$ cat src/rtl/branch_predictor_pkg.sv
// branch_predictor_pkg: counter and FSM types shared by the branch predictors
package branch_predictor_pkg;
  typedef enum logic [1:0] {SNT, WNT, WT, ST} ctr_t;
  typedef enum logic {BP_INIT, BP_RUN} bp_state_t;
  localparam ctr_t BP_INIT_VAL = WNT;
endpackage

$ cat src/rtl/branch_predictor_sat_ctr.sv
// bp_sat_ctr: next state of one 2-bit saturating direction counter
module bp_sat_ctr
  import branch_predictor_pkg::*;
(
  input  ctr_t cur,
  input  logic taken,
  output ctr_t nxt
);
  always_comb
    nxt = taken ? (cur == ST ? ST : ctr_t'(cur + 2'd1)) : (cur == SNT ? SNT : ctr_t'(cur - 2'd1));
endmodule

$ cat src/rtl/branch_predictor.sv
// branch_predictor: bimodal direction predictor with init sweep, training and mispredict statistics
module branch_predictor
  import branch_predictor_pkg::*;
#(
  parameter int IDX_W = 6,
  parameter int PC_W  = 32
) (
  input  logic            clk,
  input  logic            rst,
  input  logic            lu_valid,
  input  logic [PC_W-1:0] lu_pc,
  output logic            pred_valid,
  output logic            pred_taken,
  input  logic            up_valid,
  input  logic [PC_W-1:0] up_pc,
  input  logic            up_pred_taken,
  input  logic            bcomp,
  output logic            mispredict,
  output logic            ready,
  input  logic            clr_stats,
  output logic [31:0]     br_cnt,
  output logic [31:0]     miss_cnt
);
  localparam int N = 2 ** IDX_W;
  ctr_t tbl [N];
  bp_state_t state, state_nxt;
  logic [IDX_W-1:0] ptr, lu_idx, up_idx, wr_idx;
  ctr_t rd_ctr, up_ctr, up_nxt, wr_val;
  logic wr_en, acc, miss;
  logic unused_pc;
  assign lu_idx = lu_pc[IDX_W+1:2];
  assign up_idx = up_pc[IDX_W+1:2];
  assign unused_pc = ^{lu_pc[PC_W-1:IDX_W+2], lu_pc[1:0], up_pc[PC_W-1:IDX_W+2], up_pc[1:0]};
  assign rd_ctr = tbl[lu_idx];
  assign up_ctr = tbl[up_idx];
  bp_sat_ctr u_ctr (.cur(up_ctr), .taken(bcomp), .nxt(up_nxt));
  always_ff @(posedge clk or posedge rst) begin
    if (rst) begin
      state <= BP_INIT;
      ptr   <= '0;
    end else begin
      state <= state_nxt;
      ptr   <= ptr + IDX_W'(state == BP_INIT);
    end
  end
  always_comb
    state_nxt = (state == BP_INIT && ptr == '1) ? BP_RUN : state;
  // the init sweep owns the write port until the table is fully seeded
  always_comb begin
    ready  = state == BP_RUN;
    acc    = up_valid & ready;
    miss   = acc & (up_pred_taken ^ bcomp);
    wr_en  = ready ? up_valid : 1'b1;
    wr_idx = ready ? up_idx : ptr;
    wr_val = ready ? up_nxt : BP_INIT_VAL;
  end
  always_ff @(posedge clk)
    if (wr_en) tbl[wr_idx] <= wr_val;
  always_ff @(posedge clk or posedge rst) begin
    if (rst) begin
      pred_valid <= 1'b0;
      pred_taken <= 1'b0;
      mispredict <= 1'b0;
      br_cnt     <= '0;
      miss_cnt   <= '0;
    end else begin
      pred_valid <= lu_valid;
      if (lu_valid) pred_taken <= ready & rd_ctr[1];
      mispredict <= miss;
      br_cnt     <= clr_stats ? '0 : br_cnt + 32'(acc);
      miss_cnt   <= clr_stats ? '0 : miss_cnt + 32'(miss);
    end
  end
endmodule

$ cat config.mk
export PLATFORM = sky130hd
export DESIGN_NAME = branch_predictor
export DESIGN_NICKNAME = d
export VERILOG_FILES = /design/src/rtl/branch_predictor_pkg.sv /design/src/rtl/branch_predictor_sat_ctr.sv /design/src/rtl/branch_predictor.sv
export SDC_FILE = /design/constraint.sdc
export NUM_CORES = 1
export LEC_CHECK = 0
export BUFFER_PORTS_ARGS = -buffer_cell sky130_fd_sc_hd__buf_2
export CAP_MARGIN = 15
export CELL_PAD_IN_SITES_DETAIL_PLACEMENT = 1
export CELL_PAD_IN_SITES_GLOBAL_PLACEMENT = 1
export CORE_MARGIN = 10
export CORE_UTILIZATION = 40
export DETAILED_ROUTE_END_ITERATION = 6
export PLACE_DENSITY = 0.74
export SYNTH_ARGS = -nofsm -noshare
export SYNTH_HDL_FRONTEND = slang
export SYNTH_SLANG_ARGS = --single-unit
$ cat constraint.sdc
create_clock -name clk -period 6.4 [get_ports clk]
set_input_delay 0.32 -clock clk [delete_from_list [all_inputs] [get_ports clk]]
set_output_delay 0.32 -clock clk [all_outputs]
set_load 0.05 [all_outputs]
; After elaboration in Yosys (flattened, before gate mapping)
; Memory sizes are Yosys's and may differ from the RTL's.
; Cells that the tools add are included.
[totals]
reg_bits = 74
ram_bits = 128
in_bits = 71
output_inout_bits = 68
elab_cells = 32
memories = 1
[memory_table]
columns = name, words, word_bits, read_ports, rd_ports_with_merged_regs, wr, line_no
row1 = tbl, 64, 2, 2, 0, 1, branch_predictor.sv:25  ; ctr_t tbl [N];
[classes]
addsub = 5
eq_ne = 2
n_mux = 10
bitwise_logic = 5
reduce_logical = 2
[ops]
columns = op, n
row1 = $add 32x1->32, 2
row2 = $mux 32, 2
row3 = $mux 2, 4
row4 = $add 6x1->6, 1
row5 = $eq 6x6->1 const B, 1
row6 = $mux 6, 1
row7 = $and 1x1->1, 3
row8 = $mux 1, 3
row9 = $add 2x1->2 const B, 1
row10 = $eq 2x2->1 const B, 1
row11 = $logic_not 2->1, 1
row12 = $sub 2x1->2 const B, 1
row13 = $logic_and 1x1->1, 1
row14 = $not 1->1, 1
row15 = $xor 1x1->1, 1

; Logic depth before layout (Yosys ltp)
; Gate-level depths: netlist of run 1.
; An unclocked memory read counts as a cell.
[logic_depth]
word_depth = 5
depth_mapped = 11
depth_no_buf = 9

; By module
; A second synthesis of run 1 with hierarchy kept.
[unflattened]
hier_cells = 717
area_unflattened_um2 = 9525.4
[modules_own_cells]
columns = module, instances, cells_each, area_per_inst_um2, seq_area_each_um2
row1 = branch_predictor, 1, 714, 9499.1, 5695.5
row2 = bp_sat_ctr, 1, 3, 26.3, 0.0

; Least setup slack after synthesis of run 1
; OpenSTA, ideal clock, no wires.
[synth_path]
path_kind = input -> register
start = input up_pc[3]
end = memory tbl[0][1] in the netlist's numbering, data pin
setup_ps = 719
arrival_time_ps = 4334
required_time_ps = 5681
slack_ps = 1347
path_stages = 8
cell_sequence = clkbuf_1 -> buf_2 -> clkbuf_1 -> mux2_2 -> o221ai_1 -> o22ai_1 -> nor2_1 -> o31ai_1
[synth_between]
elab_chain_cells = 5
word_cells_on_any_way = 9
cone_classes = add/sub: 2 / eq/ne: 1 / mux: 4 / reduce/logical: 1 / memory: 1
[synth_rtl]
columns = item, line_no
row1 = from (decl), branch_predictor.sv:15  ; input logic [PC_W-1:0] up_pc,
row2 = $mem_v2 64x2 *, n/a
row3 = $sub 2x1->2 (tied with other cells), branch_predictor_sat_ctr.sv:10  ; nxt = taken ? (cur == ST ? ST : ctr_t'(cur + 2'd1)) : (cur == SNT ? SNT : ctr_t'(cur - 2'd1));
row4 = $mux 2, branch_predictor_sat_ctr.sv:10
row5 = $mux 2 *, branch_predictor_sat_ctr.sv:10
row6 = $mux 2 *, branch_predictor.sv:55  ; wr_val = ready ? up_nxt : BP_INIT_VAL;
row7 = via wr_val[1], branch_predictor.sv:28  ; ctr_t rd_ctr, up_ctr, up_nxt, wr_val;
row8 = to (decl), branch_predictor.sv:25
; Mark *: on every way through the listed nets, which the timed path passes. The rest lies on a longest branch.

; Final worst setup path of run 1
[layout_path]
start = input up_pc[2]
end = memory tbl[36][0] in the netlist's numbering, data pin
; The elaborated chain is that of the path after synthesis.

==> results by group, run 1 <==
Synthesis
  – Most used DFF post-synth: edfxtp_1
  – Syn avg cell area: ~14 sq um
  – Yosys cell types: 45
  – Gate Count Post-Synth: 697
  – Post-Syn Nets: 774
  – Synth Register Bits: approximately 200
  – Post-synth EDFFs: between 100 and 150
  – Synthesis warning total: 0
  – Post-synth ARST share: 36.6%
  – Cell Area, Synth: roughly 0.0094 sq mm
  – Sequential share of the synthesized area: roughly three fifths

Power and ir drop
  – Switch share: between 20% and 30%
  – Reg power frac: just over 50%
  – P_sw: 0.573 mW
  – Max IR drop VDD: about 0.00026 V
  – Clock share of power: between 40 and 50%
  – Comb pwr share: slightly below 3%
  – Power Density: 251 mW/mm^2
  – Int Pwr: 2.16 mW
  – Lkg Pwr: 3.86 nW

Drt
  – Vias per cell: 5.48
  – Drc violations: 0
  – DRT iter0 DRCs: about 470
  – DR vias: around 6100
  – DRT Pass-1 Iters: 5
  – DRT antenna net count: 0
  – Wire length per cell: about 22 um
  – Post-Route WL: 24.4 mm

Global route
  – First-pass GRT wire length: approximately 39 mm
  – Largest net degree at the start of global routing: between 70 and 80
  – Total Routing Usage GR: roughly 16%
  – Vias in the first global route: 6580
  – Total congestion overflow: 0
  – Initial antenna violation count: 1

Placement
  – Hpwl dp: between 15 and 20 mm
  – Post-Place Cells: between 1000 and 1500
  – Port Buffers: 86
  – Routability cong.: roughly 0.77

CTS
  – Max clock buf depth: 3
  – Root Buffer Master: clkbuf_16
  – Clk Latency, worst-skew pair: 0.52 ns
  – CTS tree: yes
  – Max H-tree Level: 1
  – CTS buffer count: 23
  – Clock-pin slew on the worst setup and hold paths: roughly 0.060 ns
  – Clk sink count: ~200

Run status
  – Status: finished, final reports clean

Floorplanning
  – Die width: roughly 170 um
  – Ports: approximately 140
  – Die Area: around 0.030 sq mm
  – Die span in y: ~170 um
  – Site row count: between 50 and 60
  – Core Box Area: between 0.02 and 0.025 sq mm
  – Initial Util: about two fifths

Critical path
  – Maximum fanout along the worst path: 42
  – R2R cell count: 7
  – Crit Path Category: in -> reg
  – Critical Path End Type: flop
  – Critical Path Source Type: input pin
  – WP data arrival: about 4.0 ns
  – Critical path required time: around 6.6 ns

Cells and area
  – Final non-filler cell total: approximately 1100
  – Syn-to-layout area delta: 15.6%
  – Multi-input logic area: roughly 0.0036 sq mm
  – Nets: about 860
  – Storage cell area: between 0.005 and 0.006 sq mm
  – Layout cell share with drive strength beyond 1: 22.6%
  – Fillers: ~2400

Timing
  – RSZ-0062 raised after global routing: false
  – Final hold vios: 0
  – Period utilization: 59.4%
  – Minimum clock period: ~3.8 ns
  – Final setup viols: 0
  – Fmax: 263 MHz
  – Slew @ Worst Pin: between 0.9 and 1 ns
  – Max-slew headroom: 36.6%
  – Worst hold margin: around 0.078 ns
  – Layout Skew: about 0.0098 ns
  – Slew Limit Fails: 0
  – Post-Route Setup TNS: 0 ns

Job
  – Max_cap viols: 0

Hold path
  – Min-delay worst type: in -> async
[cells in the mapped netlist (4+ instances only)]
library cell  instances  area share, %
nand2b_1              5           0.33
nor2_1              131            5.2
nand2_1              52            2.1
xor2_1               42            3.9
ha_1                  6           0.80
mux4_1               10            2.8
and4_1                9           0.84
buf_2                 4           0.21
xnor2_1              18            1.7
dfrtp_1              74             20
a21oi_1               8           0.42
and3_1                9           0.60
nand3_1              28            1.5
nand4_1              13           0.86
or3_1                 6           0.40
inv_1                 9           0.36
clkbuf_1             23           0.92
nor2b_1               6           0.40
mux2i_1               7           0.74
mux2_2               10            1.2
o21ai_0              11           0.58
edfxtp_1            128             41
mux4_2               43             10
nor3_1                7           0.37
and2_1                4           0.27
[worst max-delay path, stage by stage]
cell and delay, ns:
buf_2 0.37, buf_4 0.42, mux4_1 0.60, mux2_2 0.28, mux4_2 0.49, a32oi_2 0.29, maj3_1 0.24, nand2_1 0.46
buf_4 0.51
[timing repair]
item	CTS	global route
setup buffers	0	0
hold buffers	1	0
gates resized for setup	0	0
endpoints found under the hold margin	1	0
[cells in the final DEF, fill, tap and decap left out, types with 10 or more instances in the layout]
| cell | count |
|---|---|
| xor2_1 | 42 |
| clkbuf_16 | 24 |
| nor2_1 | 131 |
| mux4_1 | 10 |
| xnor2_1 | 18 |
| mux2_2 | 10 |
| mux4_2 | 43 |
| dfrtp_1 | 74 |
| nand2_1 | 52 |
| nand3_1 | 28 |
| buf_2 | 86 |
| nand4_1 | 13 |
| edfxtp_1 | 128 |
| o21ai_0 | 11 |
[routing by layer]
| metal | GRT usage [%] | part of all wire (%) | vias to the layer above |
|---|---|---|---|
| met5 | 0 | 0 | - |
| met4 | 3.16 | 1.7 | 0 |
| met3 | 3.29 | 6.2 | 29 |
| met2 | 25.7 | 48 | 196 |
| met1 | 21.8 | 44 | 3142 |
| li1 | - | - | 2757 |
[registers in the layout, summed over array words and instances, names as in the netlist]
| name | count |
|---|---|
| miss_cnt | 32 |
| br_cnt | 32 |
| ready | 1 |
| ptr | 6 |
| tbl | 128 |
| pred_taken | 1 |
| mispredict | 1 |
| pred_valid | 1 |
[cell families after synthesis]
| logic type | Yosys count | share of synthesized area [%] |
|---|---|---|
| fa+ha+maj | 7 | 0.903 |
| buf+inv | 42 | 2.00 |
| compound gates | 39 | 2.77 |
| xor+xnor | 60 | 5.57 |
| simple gates | 277 | 13.3 |
| mux | 70 | 15.0 |
| flops | 202 | 60.4 |
[power by group through the flow]
stage | clock network [mW] | logic [mW] | registers (mW)
finish | 1.28 | 0.0804 | 1.38
global route | 1.37 | 0.0881 | 1.38
CTS | 1.31 | 0.0825 | 1.38
detailed placement | 0 | 0.0819 | 1.40
global placement | 0 | 0.0807 | 1.40
floorplan | 0 | 0.0563 | 1.40
[worst paths after layout]
kind	from	endpoint	slack, ns
max	up_pc[2]	tbl[36][0]	2.60
min	rst	br_cnt[31]	0.08
max reg2reg	tbl[50][1]	tbl[36][0]	2.83
min reg2reg	pred_taken	pred_taken	0.52
max in group asynchronous	rst	br_cnt[2]	5.68
min in group clk	up_pred_taken	mispredict	0.18
[layout make-up]
cell class	instances	area share [%]
diodes	1	0.0230
well taps	319	3.66
clock buffers	31	6.03
clock inverters	11	0.689
flip-flops and latches	202	52.3
multi-input cells	453	32.6
inverters	9	0.321
repair buffers	92	4.39
[per-stage QoR]
stage               area, sq um  total power, mW  utilization [%]  setup WS (ns)
finish                    10900             2.73             46.7           2.60
detailed placement        10200             1.48             43.5           2.08
global route              10900             2.83             46.7           2.41
CTS                       10900             2.77             46.7           2.59
global placement          10200             1.48             43.5           2.13
floorplan                  9430             1.46                -           1.35
No activity file was read; power rests on OpenSTA's default activity.
==> run 2, diff against run 1 <==
clock period = 3.6 ns   (was 6.4 ns; I/O delays follow)
==> run 2 against run 1 <==
Compared with the run above:
- critical path depth is 2 lower
- via count is 0.36% higher
- clock power is 62% higher
- final cell count is 0.18% lower
- clock-buffer cell count is 3 lower
- critical endpoint is now tbl[48][0]
- largest power group unchanged
==> results by group, run 2 (synthesis results as in run 1) <==
Cells and area
  – Top flop regs: tbl x128, br_cnt x32, miss_cnt x32
  – Antenna cells: 0 (-1)
  – Layout cell share with drive strength beyond 1: 22.6% (+0.028 points)
  – Fillers: 2404 (+0.38%)
  – Syn-to-layout area delta: 15.3%
  – Final Util: 46.6% (-0.11 points)
  – Max FFs per register: 128 (unchanged)
  – Nets: 863 (+0.58%)
  – Final non-filler cell total: 1116 (-0.18%)
  – Biggest register: tbl
  – Storage cell area: 0.00570 sq mm (unchanged)
  – Commonest non-fill, non-tap cells in the layout: nor2_1, edfxtp_1, buf_2
  – Multi-input logic area: 0.00356 sq mm (unchanged)
  – Leading cell type in the layout, fill and taps excluded: nor2_1

Placement
  – Port Buffers: 86 (unchanged)
  – Routability cong.: 0.796 (+3.4%)
  – Post-Place Cells: 1078 (+0.37%)
  – Hpwl dp: 15.9 mm (-2.4%)

Critical path
  – Worst r2r src: tbl[57][1]
  – CP Buf/Inv Count: 1 (-2)
  – FF-to-FF setup slack: 0.71 ns (-2.12 ns)
  – Worst path depth: 7 (-2)
  – Cell Chain, Critical Path: mux4_1 -> mux2_2 -> mux4_2 -> a32oi_2 -> maj3_1 -> nand2_1 -> buf_12
  – Critical Path Source Type: flop
  – Reg2reg end: tbl[48][0]
  – Maximum fanout along the worst path: 64 (+52%)
  – Critical Path End Type: flop
  – R2R cell count: 7 (unchanged)
  – Critical path required time: 3.82 ns (-2.79 ns)
  – WP data arrival: 3.12 ns (-0.89 ns)
  – Top delay family on crit path: multiplexers
  – Worst path slowest cell: mux4_1
  – Crit Path Category: reg -> reg
  – CP max stage delay: 0.53 ns (-0.07 ns)

Floorplanning
  – Die width: 174 um (unchanged)
  – Ports: 139 (unchanged)
  – Core Box Area: 0.0233 sq mm (unchanged)
  – Initial Util: 40.4% (unchanged)
  – Die span in y: 174 um (unchanged)
  – Site row count: 56 (unchanged)
  – Die Area: 0.0301 sq mm (unchanged)

Hold path
  – Min-delay worst type: in -> reg
  – Hold Path Sink: mispredict
  – Min-delay src: up_pred_taken
  – Cell depth of the worst hold path: 3

Timing
  – RSZ-0062 raised after global routing: false
  – Final hold vios: 0 (unchanged)
  – Post-Route Setup TNS: 0 ns (unchanged)
  – Slew Limit Fails: 0 (unchanged)
  – Fmax: 346 MHz
  – Max-slew headroom: 36.4% (-0.22 points)
  – Final setup viols: 0 (unchanged)
  – Slew @ Worst Pin: 0.955 ns (+0.00335 ns)
  – Minimum clock period: 2.89 ns
  – Worst hold margin: 0.0637 ns (-0.0144 ns)
  – Layout Skew: 0.0334 ns (+0.0236 ns)
  – Period utilization: 80.4%

Drt
  – Vias per cell: 5.51 (+0.54%)
  – Drc violations: 0 (unchanged)
  – Post-Route WL: 23.7 mm (-2.9%)
  – DRT Pass-1 Iters: 4 (-1)
  – DR vias: 6146 (+0.36%)
  – DRT iter0 DRCs: 448 (-4.3%)
  – DRT antenna net count: 0 (unchanged)
  – Wire length per cell: 21.2 um (-2.8%)

Global route
  – GRT busiest layer: met2
  – Vias in the first global route: 6532 (-0.73%)
  – Met3 Use GR: 2.88% (-0.41 points)
  – Initial antenna violation count: 0 (-1)
  – First-pass GRT wire length: 37.8 mm (-2.0%)
  – Total Routing Usage GR: 15.6% (-0.36 points)
  – Met2 Resource Use GR: 24.6% (-1.1 points)
  – Largest net degree at the start of global routing: 75 (unchanged)
  – Met1 Usage GRT: 21.5% (-0.30 points)
  – Total congestion overflow: 0 (unchanged)

CTS
  – Clk sink count: 202 (unchanged)
  – Clock-pin slew on the worst setup and hold paths: 0.06 ns (about the same)
  – Max clock buf depth: 3 (unchanged)
  – Post-CTS sizing: 0 (unchanged)
  – Root Buffer Master: clkbuf_16
  – CTS tree: yes
  – CTS buffer count: 23 (unchanged)
  – Clk Latency, worst-skew pair: 0.54 ns (+0.02 ns)
  – Max H-tree Level: 1 (unchanged)

Run status
  – Status: finished, final reports clean

Power and ir drop
  – Lkg Pwr: 3.86 nW (-0.23%)
  – Power Density: 429 mW/mm^2 (+71%)
  – Max IR drop VDD: 0.000427 V (+64%)
  – Power Total: 4.66 mW (+71%)

Job
  – Max_cap viols: 0 (unchanged)
-- run 2: changes by cell type in the layout (fill, tap and decap cells not counted), moves of 2 or more --
cell,before,now
buf_4,5,7
buf_12,0,2
clkinv_1,7,4
clkbuf_8,3,0
-- run 2: layer usage --
layer,part of all wire (%),vias to the layer above
li1,-,2754
met1,45,3180
met2,47,174
met3,5.9,38
met4,2.2,0
met5,0,-
-- run 2: how the worst max path moves through the flow --
| stage | from | end | slack, ns |
|---|---|---|---|
| floorplan | up_pc[2] | tbl[0][0] | 0.39 |
| global placement | up_pc[2] | tbl[29][0] | 0.33 |
| detailed placement | up_pc[2] | tbl[26][0] | 0.31 |
| CTS | tbl[57][1] | tbl[52][0] | 0.75 |
| global route | ready | miss_cnt[26] | 0.65 |
| finish | tbl[57][1] | tbl[48][0] | 0.71 |
-- run 2: per-stage QoR --
step	setup WS [ns]	instance area (sq um)
after global routing	0.655	10900
after CTS	0.752	10900
after detailed placement	0.310	10200
after global placement	0.327	10200
final	0.706	10900
after floorplan	0.393	9440
-- run 2: worst min-delay path, stage by stage --
cell and delay, ns:
buf_2 0.08, xor2_1 0.07, and2_1 0.19
-- run 2: repair_timing --
action / 4_1_cts / 5_1_grt
hold buffers: 2 / 0
buffers inserted: 0 / 0
hold endpoints to repair: 6 / 0
-- run 2: area by class of cell --
class	count	area share, %
timing repair buffer	97	4.99
sequential	202	52.4
tap	319	3.67
clock buffer	28	5.47
multi-input combinational	453	32.7
inverter	9	0.311
clock inverter	8	0.460
-- run 2: power breakdown --
| part | switching [mW] | total [mW] | internal (mW) |
|---|---|---|---|
| clock | 0.901 | 2.07 | 1.17 |
| combinational | 0.0951 | 0.146 | 0.0513 |
| sequential | 0.000389 | 2.45 | 2.45 |
| total | 0.997 | 4.66 | 3.66 |
